$ cat config.mk
export PLATFORM = sky130hd
export DESIGN_NAME = frv_mem_req_queue
export DESIGN_NICKNAME = d
export VERILOG_FILES = /design/src/rtl/frv_mem_req_queue.sv
export SDC_FILE = /design/constraint.sdc
export NUM_CORES = 1
export LEC_CHECK = 0
export ABC_CLOCK_PERIOD_IN_PS = 2520
export CAP_MARGIN = 40
export CORE_MARGIN = 1.5
export CORE_UTILIZATION = 45
export DETAILED_ROUTE_END_ITERATION = 12
export DONT_BUFFER_PORTS = 1
export MAX_ROUTING_LAYER = met4
export PLACE_DENSITY = 0.67
export SLEW_MARGIN = 40
export SYNTH_ARGS = -nofsm -noshare
export SYNTH_HDL_FRONTEND = slang
export SYNTH_SLANG_ARGS = --single-unit
$ cat constraint.sdc
create_clock -name g_clk -period 2.52 [get_ports g_clk]
set_input_delay 0.252 -clock g_clk [delete_from_list [all_inputs] [get_ports g_clk]]
set_output_delay 0.252 -clock g_clk [all_outputs]
set_load 0.01 [all_outputs]
$ cat src/rtl/frv_mem_req_queue.sv
// frv_mem_req_queue: multi-outstanding load/store request stage for the FRV core.
// Latency: request path is combinational; results appear one cycle after dmem_recv,
// or one cycle after acceptance for MMIO and misaligned accesses.
// Backpressure: req_ready drops when the tracker is full, during flush, or while
// dmem_gnt is low; results stay at the head until rsp_ready.
//
// Ports: g_clk/g_resetn (sync, active-low); req_* from the memory stage;
// dmem_* in-order data bus; mmio_* single-cycle MMIO port; rsp_* in-order
// results; outstanding = occupied tracker entries.
// Optional macro FRV_MEMQ_ALIGN_CHECK_EN compiles in the misalignment trap.
module frv_mem_req_queue #(
  parameter int          DEPTH          = 2,
  parameter logic [31:0] MMIO_BASE_ADDR = 32'h0000_1000,
  parameter logic [31:0] MMIO_BASE_MASK = 32'hFFFF_F000
) (
  input  logic                         g_clk,
  input  logic                         g_resetn,
  input  logic                         flush,
  input  logic                         req_valid,
  output logic                         req_ready,
  input  logic                         req_load,
  input  logic                         req_store,
  input  logic [1:0]                   req_size,
  input  logic                         req_signed,
  input  logic [31:0]                  req_addr,
  input  logic [31:0]                  req_wdata,
  input  logic [4:0]                   req_rd,
  output logic                         dmem_req,
  output logic                         dmem_wen,
  output logic [3:0]                   dmem_strb,
  output logic [31:0]                  dmem_addr,
  output logic [31:0]                  dmem_wdata,
  input  logic                         dmem_gnt,
  input  logic                         dmem_recv,
  input  logic [31:0]                  dmem_rdata,
  input  logic                         dmem_error,
  output logic                         mmio_en,
  output logic                         mmio_wen,
  output logic [31:0]                  mmio_addr,
  output logic [31:0]                  mmio_wdata,
  input  logic [31:0]                  mmio_rdata,
  input  logic                         mmio_error,
  output logic                         rsp_valid,
  input  logic                         rsp_ready,
  output logic [4:0]                   rsp_rd,
  output logic [31:0]                  rsp_rdata,
  output logic                         rsp_error,
  output logic                         rsp_store,
  output logic [$clog2(DEPTH+1)-1:0]   outstanding
);

  localparam int AW = (DEPTH > 1) ? $clog2(DEPTH) : 1;
  localparam int CW = $clog2(DEPTH + 1);

  typedef struct packed {
    logic [4:0]  rd;
    logic [1:0]  size;
    logic        sgn;
    logic [1:0]  off;      // byte offset already reduced to the access size
    logic        store;
    logic        occ;
    logic        filled;
    logic        flushed;
    logic        error;
    logic [31:0] data;     // raw bus word, or the trap cause when error=1
  } ent_t;

  ent_t [DEPTH-1:0] ent_q, ent_d;
  logic [AW-1:0]    head_q, head_d, tail_q, tail_d, fill_q, fill_d;
  logic [CW-1:0]    outst_q, outst_d;

  logic        op_store, is_mmio, misalign, full, can_acc, mis_acc, mmio_acc, push, pop;
  logic        found;
  logic [AW-1:0] fidx;
  logic [1:0]  off;
  ent_t        new_ent, h;
  logic [31:0] sh;

  function automatic logic [AW-1:0] ptr_add(input logic [AW-1:0] p, input int n);
    ptr_add = AW'((int'(p) + n) % DEPTH);
  endfunction

  // Cause encoding: 4/6 misaligned load/store, 5/7 bus fault load/store.
  function automatic logic [31:0] cause(input logic st, input logic bus);
    cause = {29'd0, 1'b1, st, bus};
  endfunction

  // A request flagged as both load and store is treated as a load.
  assign op_store = req_store && !req_load;
  assign is_mmio  = (req_addr & MMIO_BASE_MASK) == MMIO_BASE_ADDR;
`ifdef FRV_MEMQ_ALIGN_CHECK_EN
  assign misalign = ((req_size == 2'b01) && req_addr[0]) ||
                    (req_size[1] && (req_addr[1:0] != 2'b00));
`else
  assign misalign = 1'b0;
`endif
  assign full     = (outst_q == CW'(DEPTH));
  assign can_acc  = req_valid && !full && !flush;
  assign mis_acc  = can_acc && misalign;
  assign mmio_acc = can_acc && !misalign && is_mmio;
  assign dmem_req = can_acc && !misalign && !is_mmio;
  assign req_ready = mis_acc || mmio_acc || (dmem_req && dmem_gnt);
  assign push     = req_ready;

  assign mmio_en    = mmio_acc;
  assign mmio_wen   = mmio_acc && op_store;
  assign mmio_addr  = req_addr;
  assign mmio_wdata = req_wdata;
  assign dmem_wen   = dmem_req && op_store;
  assign dmem_addr  = {req_addr[31:2], 2'b00};

  always_comb begin
    case (req_size)
      2'b00: begin
        dmem_strb  = 4'b0001 << req_addr[1:0];
        dmem_wdata = {4{req_wdata[7:0]}};
        off        = req_addr[1:0];
      end
      2'b01: begin
        dmem_strb  = 4'b0011 << {req_addr[1], 1'b0};
        dmem_wdata = {2{req_wdata[15:0]}};
        off        = {req_addr[1], 1'b0};
      end
      default: begin
        dmem_strb  = 4'b1111;
        dmem_wdata = req_wdata;
        off        = 2'b00;
      end
    endcase
  end

  always_comb begin
    new_ent         = '0;
    new_ent.rd      = req_rd;
    new_ent.size    = req_size;
    new_ent.sgn     = req_signed;
    new_ent.off     = off;
    new_ent.store   = op_store;
    new_ent.occ     = 1'b1;
    new_ent.filled  = mis_acc || mmio_acc;
    new_ent.error   = mis_acc || (mmio_acc && mmio_error);
    if (mis_acc)
      new_ent.data = cause(op_store, 1'b0);
    else if (mmio_acc)
      new_ent.data = mmio_error ? cause(op_store, 1'b1) : mmio_rdata;
  end

  // The oldest unfilled entry owns the next dmem_recv. Prefilled MMIO or
  // misaligned entries may sit between dmem entries, so search from fill_q.
  always_comb begin
    found = 1'b0;
    fidx  = fill_q;
    for (int i = 0; i < DEPTH; i++) begin
      if (!found && ent_q[ptr_add(fill_q, i)].occ && !ent_q[ptr_add(fill_q, i)].filled) begin
        found = 1'b1;
        fidx  = ptr_add(fill_q, i);
      end
    end
  end

  assign h         = ent_q[head_q];
  assign rsp_valid = h.occ && h.filled && !h.flushed;
  // Flushed entries leave silently once their response has been consumed.
  assign pop       = (rsp_valid && rsp_ready) || (h.occ && h.filled && h.flushed);

  always_comb begin
    ent_d   = ent_q;
    head_d  = head_q;
    tail_d  = tail_q;
    fill_d  = fill_q;
    outst_d = outst_q + CW'(push) - CW'(pop);
    if (flush)
      for (int i = 0; i < DEPTH; i++)
        if (ent_q[i].occ) ent_d[i].flushed = 1'b1;
    if (dmem_recv && found) begin
      ent_d[fidx].filled = 1'b1;
      ent_d[fidx].error  = dmem_error;
      ent_d[fidx].data   = dmem_error ? cause(ent_q[fidx].store, 1'b1) : dmem_rdata;
      fill_d             = ptr_add(fidx, 1);
    end
    if (pop) begin
      ent_d[head_q] = '0;
      head_d        = ptr_add(head_q, 1);
    end
    if (push) begin
      ent_d[tail_q] = new_ent;
      tail_d        = ptr_add(tail_q, 1);
    end
  end

  always_ff @(posedge g_clk) begin
    if (!g_resetn) begin
      ent_q   <= '0;
      head_q  <= '0;
      tail_q  <= '0;
      fill_q  <= '0;
      outst_q <= '0;
    end else begin
      ent_q   <= ent_d;
      head_q  <= head_d;
      tail_q  <= tail_d;
      fill_q  <= fill_d;
      outst_q <= outst_d;
    end
  end

  assign outstanding = outst_q;
  assign sh          = h.data >> {h.off, 3'b000};

  always_comb begin
    rsp_rd    = '0;
    rsp_rdata = '0;
    rsp_error = 1'b0;
    rsp_store = 1'b0;
    if (rsp_valid) begin
      rsp_rd    = h.rd;
      rsp_error = h.error;
      rsp_store = h.store;
      if (h.error)
        rsp_rdata = h.data;
      else if (!h.store) begin
        case (h.size)
          2'b00:   rsp_rdata = {{24{h.sgn & sh[7]}}, sh[7:0]};
          2'b01:   rsp_rdata = {{16{h.sgn & sh[15]}}, sh[15:0]};
          default: rsp_rdata = sh;
        endcase
      end
    end
  end

endmodule

==> impl_metrics.xml, run 1 <==
<?xml version="1.0" encoding="UTF-8"?>
<metrics>
  <group name="run_status">
    <metric name="run_status" unit="">finished, violations left</metric>
    <metric name="violated_checks" unit="">setup timing</metric>
  </group>
  <group name="finish">
    <metric name="nFillCells" unit="">1566</metric>
    <metric name="final_layout_size_suffix_gt1_share" unit="%">25.5</metric>
    <metric name="layout-area-overhead-vs-synth" unit="%">2.74</metric>
    <metric name="final_net_count" unit="">935</metric>
  </group>
  <group name="logic_synthesis">
    <metric name="synthDistinctLibCells" unit="">63</metric>
    <metric name="ys_top_cells_by_area" unit="">sky130_fd_sc_hd__dfxtp_1, sky130_fd_sc_hd__mux2_2, sky130_fd_sc_hd__buf_4, sky130_fd_sc_hd__mux2i_1, sky130_fd_sc_hd__o211ai_1</metric>
    <metric name="synth-seq-cells" unit="">99</metric>
    <metric name="synth_sequential_area_ratio" unit="%">26.6</metric>
    <metric name="synth-edff-count" unit="">0</metric>
    <metric name="synthArstFlopShare" unit="%">0</metric>
    <metric name="synth_area_per_cell" unit="sq um">8.36</metric>
    <metric name="synth_flop_cell" unit="">sky130_fd_sc_hd__dfxtp_1</metric>
    <metric name="ys_warn_count" unit="">0</metric>
    <metric name="yosys.area.top_type" unit="">sky130_fd_sc_hd__dfxtp_1</metric>
    <metric name="postSynthCellCount" unit="">890</metric>
    <metric name="synth.top_cell.area_share" unit="%">26.6</metric>
    <metric name="synth.cell_area" unit="sq um">7440</metric>
  </group>
  <group name="sta">
    <metric name="max_slew_margin" unit="%">46.5</metric>
    <metric name="final_period_minus_worst_setup_slack" unit="ns">2.52</metric>
    <metric name="report.final.setup_viol" unit="">1</metric>
    <metric name="setup_repair_after_global_routing_missed_its_margin" unit="">true</metric>
    <metric name="fmaxAchievable" unit="MHz">397</metric>
    <metric name="final-max-slew-violation-count" unit="">0</metric>
    <metric name="final-hold-violation-count" unit="">0</metric>
    <metric name="hold-worst-slack" unit="ns">0.0252</metric>
    <metric name="worstMarginPinSlew" unit="ns">0.802</metric>
    <metric name="final.setup.worst_slack" unit="ns">-0.000435</metric>
    <metric name="final.setup_skew" unit="ns">0.00788</metric>
    <metric name="setup_tns" unit="ns">-0.000435</metric>
    <metric name="layout_worst_path_cycle_share" unit="%">100</metric>
  </group>
  <group name="route">
    <metric name="detailed_route_wl" unit="mm">24.7</metric>
    <metric name="drt_pass1_iterations" unit="">5</metric>
    <metric name="dr_vias_cell" unit="">6.32</metric>
    <metric name="ant_nets" unit="">0</metric>
    <metric name="remaining_drc_errors" unit="">0</metric>
    <metric name="initialDrtViolationCount" unit="">590</metric>
    <metric name="num_vias" unit="">6367</metric>
    <metric name="wl_per_cell" unit="um">24.5</metric>
  </group>
  <group name="die">
    <metric name="rows" unit="">46</metric>
    <metric name="initial_core_util" unit="%">46.5</metric>
    <metric name="core-area" unit="sq um">16000</metric>
    <metric name="top_level_ports" unit="">326</metric>
    <metric name="floorplan.die_area" unit="sq um">17300</metric>
    <metric name="dieWidth" unit="um">132</metric>
    <metric name="vert_die_dim" unit="um">132</metric>
  </group>
  <group name="power_and_ir_drop">
    <metric name="p_leak" unit="nW">2.64</metric>
    <metric name="ir_drop" unit="uV">340</metric>
    <metric name="cellPowerDensity" unit="nW/um^2">438</metric>
  </group>
  <group name="worst_hold_path">
    <metric name="holdCritPathClass" unit="">in -&gt; reg</metric>
    <metric name="min_delay_src" unit="">g_resetn</metric>
  </group>
  <group name="worst_setup_path">
    <metric name="crit_buf_inv" unit="">4</metric>
    <metric name="worstSetupStartpoint" unit="">head_q$_SDFFE_PN0N_</metric>
    <metric name="cp_data_arrival_time" unit="ns">2.27</metric>
    <metric name="path_class" unit="">reg -&gt; out</metric>
    <metric name="worst_path_largest_cell_delay" unit="ns">0.42</metric>
    <metric name="crit_top_cell" unit="">sky130_fd_sc_hd__buf_4</metric>
    <metric name="cp_data_required_time" unit="ns">2.27</metric>
    <metric name="cp-end-kind" unit="">output pin</metric>
    <metric name="timing.critical_path.from_type" unit="">register</metric>
    <metric name="critical_path.slowest_cell" unit="">sky130_fd_sc_hd__dfxtp_4</metric>
    <metric name="critical-path-top-delay-family" unit="">buffers and inverters</metric>
    <metric name="critPathMaxFanout" unit="">17</metric>
    <metric name="timing.rr.start" unit="">outstanding[0]$_SDFF_PN0_</metric>
    <metric name="timing.critical_path.cells" unit="">buf_12, mux2i_2, a21bo_4, inv_1, o21ai_1, buf_4, o22ai_1, buf_4</metric>
  </group>
  <group name="cts">
    <metric name="cts_htree_levels" unit="">3</metric>
    <metric name="cts_inserted_buffers" unit="">9</metric>
    <metric name="worstSkewPairLatency" unit="ns">0.35</metric>
    <metric name="cts_buffer_depth" unit="">2</metric>
    <metric name="tritoncts_clock_tree" unit="">done</metric>
    <metric name="clkTransAtPathRegs" unit="ns">0.07</metric>
    <metric name="cts.sink_count" unit="">99</metric>
    <metric name="cts_hold_buf" unit="">0</metric>
    <metric name="ctsRootBufferMaster" unit="">sky130_fd_sc_hd__clkbuf_16</metric>
  </group>
  <group name="global_routing">
    <metric name="grt_overflow_total" unit="">0</metric>
    <metric name="grt_max_degree" unit="">45</metric>
    <metric name="grt_first_pass_wirelength" unit="mm">36.6</metric>
    <metric name="antenna_found_initial" unit="">1</metric>
    <metric name="via_count_of_the_first_global_routing_pass" unit="">6023</metric>
    <metric name="groute.usage.overall" unit="%">27.9</metric>
  </group>
  <group name="flow_run">
    <metric name="drv_cap" unit="">0</metric>
  </group>
  <group name="place">
    <metric name="place_hpwl" unit="mm">18.3</metric>
    <metric name="port-buffer-count" unit="">0</metric>
    <metric name="finalWeightedCongestion" unit="">0.889</metric>
  </group>
</metrics>
stage by stage:
| stage | setup slack, ns | utilization [%] | std cells | instance area (sq um) | power (W) |
|---|---|---|---|---|---|
| 2_1_floorplan | 0.238 | - | 891 | 7440 | 0.00206 |
| 5_1_grt | -0.0487 | 47.8 | 1008 | 7640 | 0.00346 |
| 3_5_place_dp | 0.201 | 44.2 | 986 | 7070 | 0.00196 |
| 4_1_cts | 0.0167 | 46.9 | 1004 | 7510 | 0.00336 |
| 6_report | -0.000435 | 47.8 | 1008 | 7640 | 0.00335 |
| 3_3_place_gp | 0.240 | 44.2 | 986 | 7070 | 0.00195 |
cells by family (layout without fill, tap and decap cells):
| kind of cell | after synthesis | in the layout | share of synthesized area, % |
|---|---|---|---|
| compound gates | 283 | 283 | 25.8 |
| fa+ha+maj | 3 | 3 | 0.471 |
| flops | 99 | 99 | 26.6 |
| mux | 119 | 119 | 17.7 |
| simple gates | 195 | 195 | 13.4 |
| other cells | 1 | 3 | 0.0504 |
| xor+xnor | 2 | 2 | 0.235 |
| buf+inv | 188 | 88 | 15.7 |
sequential cells by signal, summed over array words and instances (netlist names):
signal       cells
ent_q           94
fill_q           1
head_q           1
outstanding      2
tail_q           1
synthesized netlist by cell type (all sizes together), types with 8 or more instances:
master / instances
o22ai: 42
clkbuf: 43
a21oi: 61
nor2: 61
nor3b: 18
inv: 13
o2bb2ai: 13
nand2: 52
mux2: 80
a22o: 18
a211oi: 8
o32ai: 8
nor2b: 24
dfxtp: 99
buf: 132
mux2i: 39
o21ai: 67
o211ai: 44
placed cells by master (no fill, tap or decap), types with 8 or more instances in the layout:
cell type,count
sky130_fd_sc_hd__a21oi_1,59
sky130_fd_sc_hd__a22o_1,18
sky130_fd_sc_hd__buf_4,49
sky130_fd_sc_hd__clkbuf_16,10
sky130_fd_sc_hd__dfxtp_1,98
sky130_fd_sc_hd__inv_1,11
sky130_fd_sc_hd__mux2_2,75
sky130_fd_sc_hd__mux2i_1,30
sky130_fd_sc_hd__nand2_1,52
sky130_fd_sc_hd__nor2_1,60
sky130_fd_sc_hd__nor2b_1,24
sky130_fd_sc_hd__nor3b_1,18
sky130_fd_sc_hd__o211ai_1,44
sky130_fd_sc_hd__o21ai_0,53
sky130_fd_sc_hd__o21ai_1,13
sky130_fd_sc_hd__o22ai_1,32
sky130_fd_sc_hd__o22ai_2,8
worst paths after layout:
kind	end	slack [ns]	cells past startpoint
setup / recovery	rsp_rdata[0]	-0.0004	8
hold / removal	outstanding[0]$_SDFF_PN0_	0.03	1
setup reg to reg	ent_q[22]$_SDFF_PN0_	0.44	5
hold reg to reg	ent_q[93]$_SDFF_PN0_	0.48	1
routing by layer:
metal | vias up | share of wire (%) | track usage, %
met2 | 371 | 49 | 45.1
met1 | 3015 | 39 | 33.8
met4 | 0 | 2.2 | 7.90
li1 | 2937 | - | -
met3 | 44 | 9.7 | 8.10
met5 | - | 0 | -
cell type report:
cell class              count  area, sq um  share of cell area, %
clock buffers               9          225                   2.95
diodes                      1         2.50                 0.0327
inverters                  13         48.8                  0.638
clock inverters             7         76.3                  0.999
multi-input cells         604         4480                   58.6
repair buffers             59          554                   7.25
well taps                 216          270                   3.54
flip-flops and latches     99         1990                   26.0
power breakdown:
part           internal (W)  switching, W
sequential          0.00158     0.0000177
clock              0.000779      0.000640
combinational      0.000129      0.000204
total               0.00249      0.000862
worst reg2reg max path, stage by stage (launching register included):
cell                       delay (ns)
sky130_fd_sc_hd__dfxtp_1         0.43
sky130_fd_sc_hd__nand2b_1        0.17
sky130_fd_sc_hd__nand3_1         0.21
sky130_fd_sc_hd__or2_2           0.39
sky130_fd_sc_hd__or2_1           0.53
sky130_fd_sc_hd__o21ai_0         0.27
what timing repair did:
item,CTS,global route
cloned,1,1
setup buffers,1,2
setup endpoints to repair,32,28
gates resized for setup,18,18
pin swaps,2,8
Note: power is estimated with default switching activity, not from simulation.
==> run 2: changes to the inputs <==
--- a/config.mk
+++ b/config.mk
@@ -17,3 +17,4 @@
 export SYNTH_ARGS = -nofsm -noshare
 export SYNTH_HDL_FRONTEND = slang
 export SYNTH_SLANG_ARGS = --single-unit
+export TNS_END_PERCENT = 20
==> constraint.sdc (replaced) <==
create_clock -name g_clk -period 2.52 [get_ports g_clk]
set_input_delay 0 -clock g_clk [delete_from_list [all_inputs] [get_ports g_clk]]
set_output_delay 0 -clock g_clk [all_outputs]
set_load 0.01 [all_outputs]
==> run 2 against run 1 <==
Effect of this change:
- the flow now finishes without violations
- highest routed layer unchanged
- first-iteration DRC count is 20% higher
- cell count up 5.8%
- fmax up 5.1%
- non-clock buffer count rose by 57
- via count increased by 4.5%
- critical path depth unchanged
- setup slack gained 0.12 ns
==> impl_metrics.xml, run 2 (synthesis results as in run 1) <==
<?xml version="1.0" encoding="UTF-8"?>
<metrics>
  <group name="route">
    <metric name="ant_nets" unit="">0</metric>
    <metric name="num_vias" unit="">6655</metric>
    <metric name="detailed_route_wl" unit="mm">25.1</metric>
    <metric name="drt_pass1_iterations" unit="">5</metric>
    <metric name="wl_per_cell" unit="um">23.6</metric>
    <metric name="dr_vias_cell" unit="">6.24</metric>
    <metric name="remaining_drc_errors" unit="">0</metric>
    <metric name="initialDrtViolationCount" unit="">709</metric>
  </group>
  <group name="sta">
    <metric name="final_period_minus_worst_setup_slack" unit="ns">2.40</metric>
    <metric name="max_slew_margin" unit="%">49.2</metric>
    <metric name="final.setup_skew" unit="ns">0.00701</metric>
    <metric name="worstMarginPinSlew" unit="ns">0.761</metric>
    <metric name="fmaxAchievable" unit="MHz">417</metric>
    <metric name="setup_repair_after_global_routing_missed_its_margin" unit="">false</metric>
    <metric name="report.final.setup_viol" unit="">0</metric>
    <metric name="setup_tns" unit="ns">0</metric>
    <metric name="final-hold-violation-count" unit="">0</metric>
    <metric name="final-max-slew-violation-count" unit="">0</metric>
    <metric name="layout_worst_path_cycle_share" unit="%">95.1</metric>
  </group>
  <group name="finish">
    <metric name="layout-area-overhead-vs-synth" unit="%">7.42</metric>
    <metric name="mostFrequentLayoutCell" unit="">sky130_fd_sc_hd__dfxtp_1</metric>
    <metric name="final_net_count" unit="">992</metric>
    <metric name="flip_flop_count_of_the_largest_register_after_layout" unit="">94</metric>
    <metric name="final_layout_size_suffix_gt1_share" unit="%">21.6</metric>
    <metric name="nFillCells" unit="">1526</metric>
    <metric name="max_flop_register" unit="">ent_q</metric>
    <metric name="design_area" unit="sq um">7990</metric>
    <metric name="most_frequent_cells_in_the_layout" unit="">sky130_fd_sc_hd__dfxtp_1, sky130_fd_sc_hd__mux2_2, sky130_fd_sc_hd__a21oi_1, sky130_fd_sc_hd__nor2_1, sky130_fd_sc_hd__dlygate4sd3_1</metric>
  </group>
  <group name="global_routing">
    <metric name="grt_max_degree" unit="">44</metric>
    <metric name="groute.usage.overall" unit="%">29.4</metric>
    <metric name="grt_overflow_total" unit="">0</metric>
    <metric name="grt_first_pass_wirelength" unit="mm">38.9</metric>
    <metric name="antenna_found_initial" unit="">3</metric>
    <metric name="via_count_of_the_first_global_routing_pass" unit="">6439</metric>
  </group>
  <group name="worst_setup_path">
    <metric name="critPathMaxFanout" unit="">13</metric>
    <metric name="cp_data_arrival_time" unit="ns">2.40</metric>
    <metric name="timing.critical_path.cells" unit="">buf_4, mux2i_1, a21bo_1, inv_1, o21ai_1, buf_4, o2bb2ai_1, buf_4</metric>
    <metric name="critical_path.slowest_cell" unit="">sky130_fd_sc_hd__dfxtp_4</metric>
    <metric name="path_class" unit="">reg -&gt; out</metric>
    <metric name="critical-path-top-delay-family" unit="">compound AO/OA/AOI/OAI gates</metric>
    <metric name="cp_data_required_time" unit="ns">2.52</metric>
    <metric name="timing.critical_path.from_type" unit="">register</metric>
    <metric name="cp-end-kind" unit="">output pin</metric>
    <metric name="crit_top_cell" unit="">sky130_fd_sc_hd__buf_4</metric>
    <metric name="worst_path_largest_cell_delay" unit="ns">0.43</metric>
    <metric name="crit_buf_inv" unit="">4</metric>
  </group>
  <group name="worst_hold_path">
    <metric name="holdCritPathClass" unit="">in -&gt; out</metric>
  </group>
  <group name="power_and_ir_drop">
    <metric name="cellPowerDensity" unit="nW/um^2">438</metric>
    <metric name="power.internal" unit="W">0.00263</metric>
    <metric name="power_frac_comb" unit="%">11.8</metric>
    <metric name="p_leak" unit="nW">2.83</metric>
    <metric name="ir_drop" unit="uV">263</metric>
    <metric name="p_seq_share" unit="%">45.6</metric>
    <metric name="clock_power_share" unit="%">42.6</metric>
    <metric name="netSwitchingFraction" unit="%">24.9</metric>
    <metric name="p_switching" unit="W">0.000873</metric>
  </group>
  <group name="die">
    <metric name="initial_core_util" unit="%">46.5</metric>
    <metric name="floorplan.die_area" unit="sq um">17300</metric>
    <metric name="vert_die_dim" unit="um">132</metric>
    <metric name="dieWidth" unit="um">132</metric>
    <metric name="core-area" unit="sq um">16000</metric>
    <metric name="rows" unit="">46</metric>
    <metric name="top_level_ports" unit="">326</metric>
  </group>
  <group name="cts">
    <metric name="ctsRootBufferMaster" unit="">sky130_fd_sc_hd__clkbuf_16</metric>
    <metric name="worstSkewPairLatency" unit="ns">0.35</metric>
    <metric name="cts_inserted_buffers" unit="">9</metric>
    <metric name="clkTransAtPathRegs" unit="ns">0.07</metric>
    <metric name="cts_buffer_depth" unit="">2</metric>
    <metric name="tritoncts_clock_tree" unit="">done</metric>
    <metric name="cts.sink_count" unit="">99</metric>
    <metric name="cts_htree_levels" unit="">3</metric>
  </group>
  <group name="place">
    <metric name="port-buffer-count" unit="">0</metric>
    <metric name="place_hpwl" unit="mm">18.2</metric>
    <metric name="area_after_dpl" unit="sq um">7010</metric>
    <metric name="finalWeightedCongestion" unit="">0.908</metric>
  </group>
  <group name="flow_run">
    <metric name="drv_cap" unit="">0</metric>
  </group>
  <group name="run_status">
    <metric name="run_status" unit="">completed</metric>
  </group>
</metrics>
==> run 2: per-stage QoR <==
step | util (%) | worst slack, ns | cells | power, W | hold slack, ns
CTS | 49.7 | 0.0546 | 1059 | 0.00351 | 0.000105
global route | 49.9 | 0.0145 | 1066 | 0.00363 | 0.0000490
finish | 49.9 | 0.123 | 1066 | 0.00350 | 0.0000310
global placement | 43.8 | 0.313 | 982 | 0.00195 | 0.000105
floorplan | - | 0.490 | 891 | 0.00206 | 0.0918
detailed placement | 43.8 | 0.221 | 982 | 0.00195 | 0.000105
==> run 2: worst paths after layout <==
check | startpoint | endpoint | slack (ns) | cells past startpoint
worst min-delay path | req_addr[5] | dmem_addr[5] | 0.00003 | 0
worst max-delay path | head_q$_SDFFE_PN0N_ | rsp_rdata[11] | 0.12 | 8
worst max register to register | outstanding[0]$_SDFF_PN0_ | ent_q[18]$_SDFF_PN0_ | 0.13 | 5
worst min register to register | ent_q[90]$_SDFF_PN0_ | ent_q[90]$_SDFF_PN0_ | 0.48 | 1
==> run 2: cell type report <==
class                   count  area [sq um]  area share (%)
flip-flops and latches     99          1990            24.8
well taps                 216           270            3.38
clock inverters             6          88.8            1.11
diodes                      3          7.51          0.0939
repair buffers            116          1040            13.0
clock buffers               9           225            2.82
inverters                  13          48.8           0.611
multi-input cells         604          4320            54.1
==> run 2: power by group through the flow <==
stage          clock, W  sequential, W  combinational [W]
2_1_floorplan         0        0.00163           0.000436
3_3_place_gp          0        0.00164           0.000316
3_5_place_dp          0        0.00164           0.000319
4_1_cts         0.00150        0.00160           0.000408
5_1_grt         0.00159        0.00160           0.000442
6_report        0.00149        0.00160           0.000413
==> run 2: worst register-to-register path: stages (launching register included) <==
cell,delay [ns]
sky130_fd_sc_hd__dfxtp_1,0.42
sky130_fd_sc_hd__nand2b_1,0.17
sky130_fd_sc_hd__nand4_1,0.29
sky130_fd_sc_hd__or3_1,0.66
sky130_fd_sc_hd__o22ai_1,0.21
sky130_fd_sc_hd__dlygate4sd3_1,0.58
==> run 2: routing by layer <==
metal,track usage (%),vias to the layer above,share of wire (%)
met1,35.0,3171,40
met5,-,-,0
met2,47.4,382,48
met4,9.81,0,2.7
li1,-,3054,-
met3,8.64,48,9.3
==> run 2: timing repair <==
item / in CTS / in global routing
buffers inserted: 2 / 4
hold buffers: 60 / 0
setup endpoints to repair: 22 / 20
pin swaps: 1 / 0
gates resized for setup: 2 / 0
endpoints found under the hold margin: 98 / 0
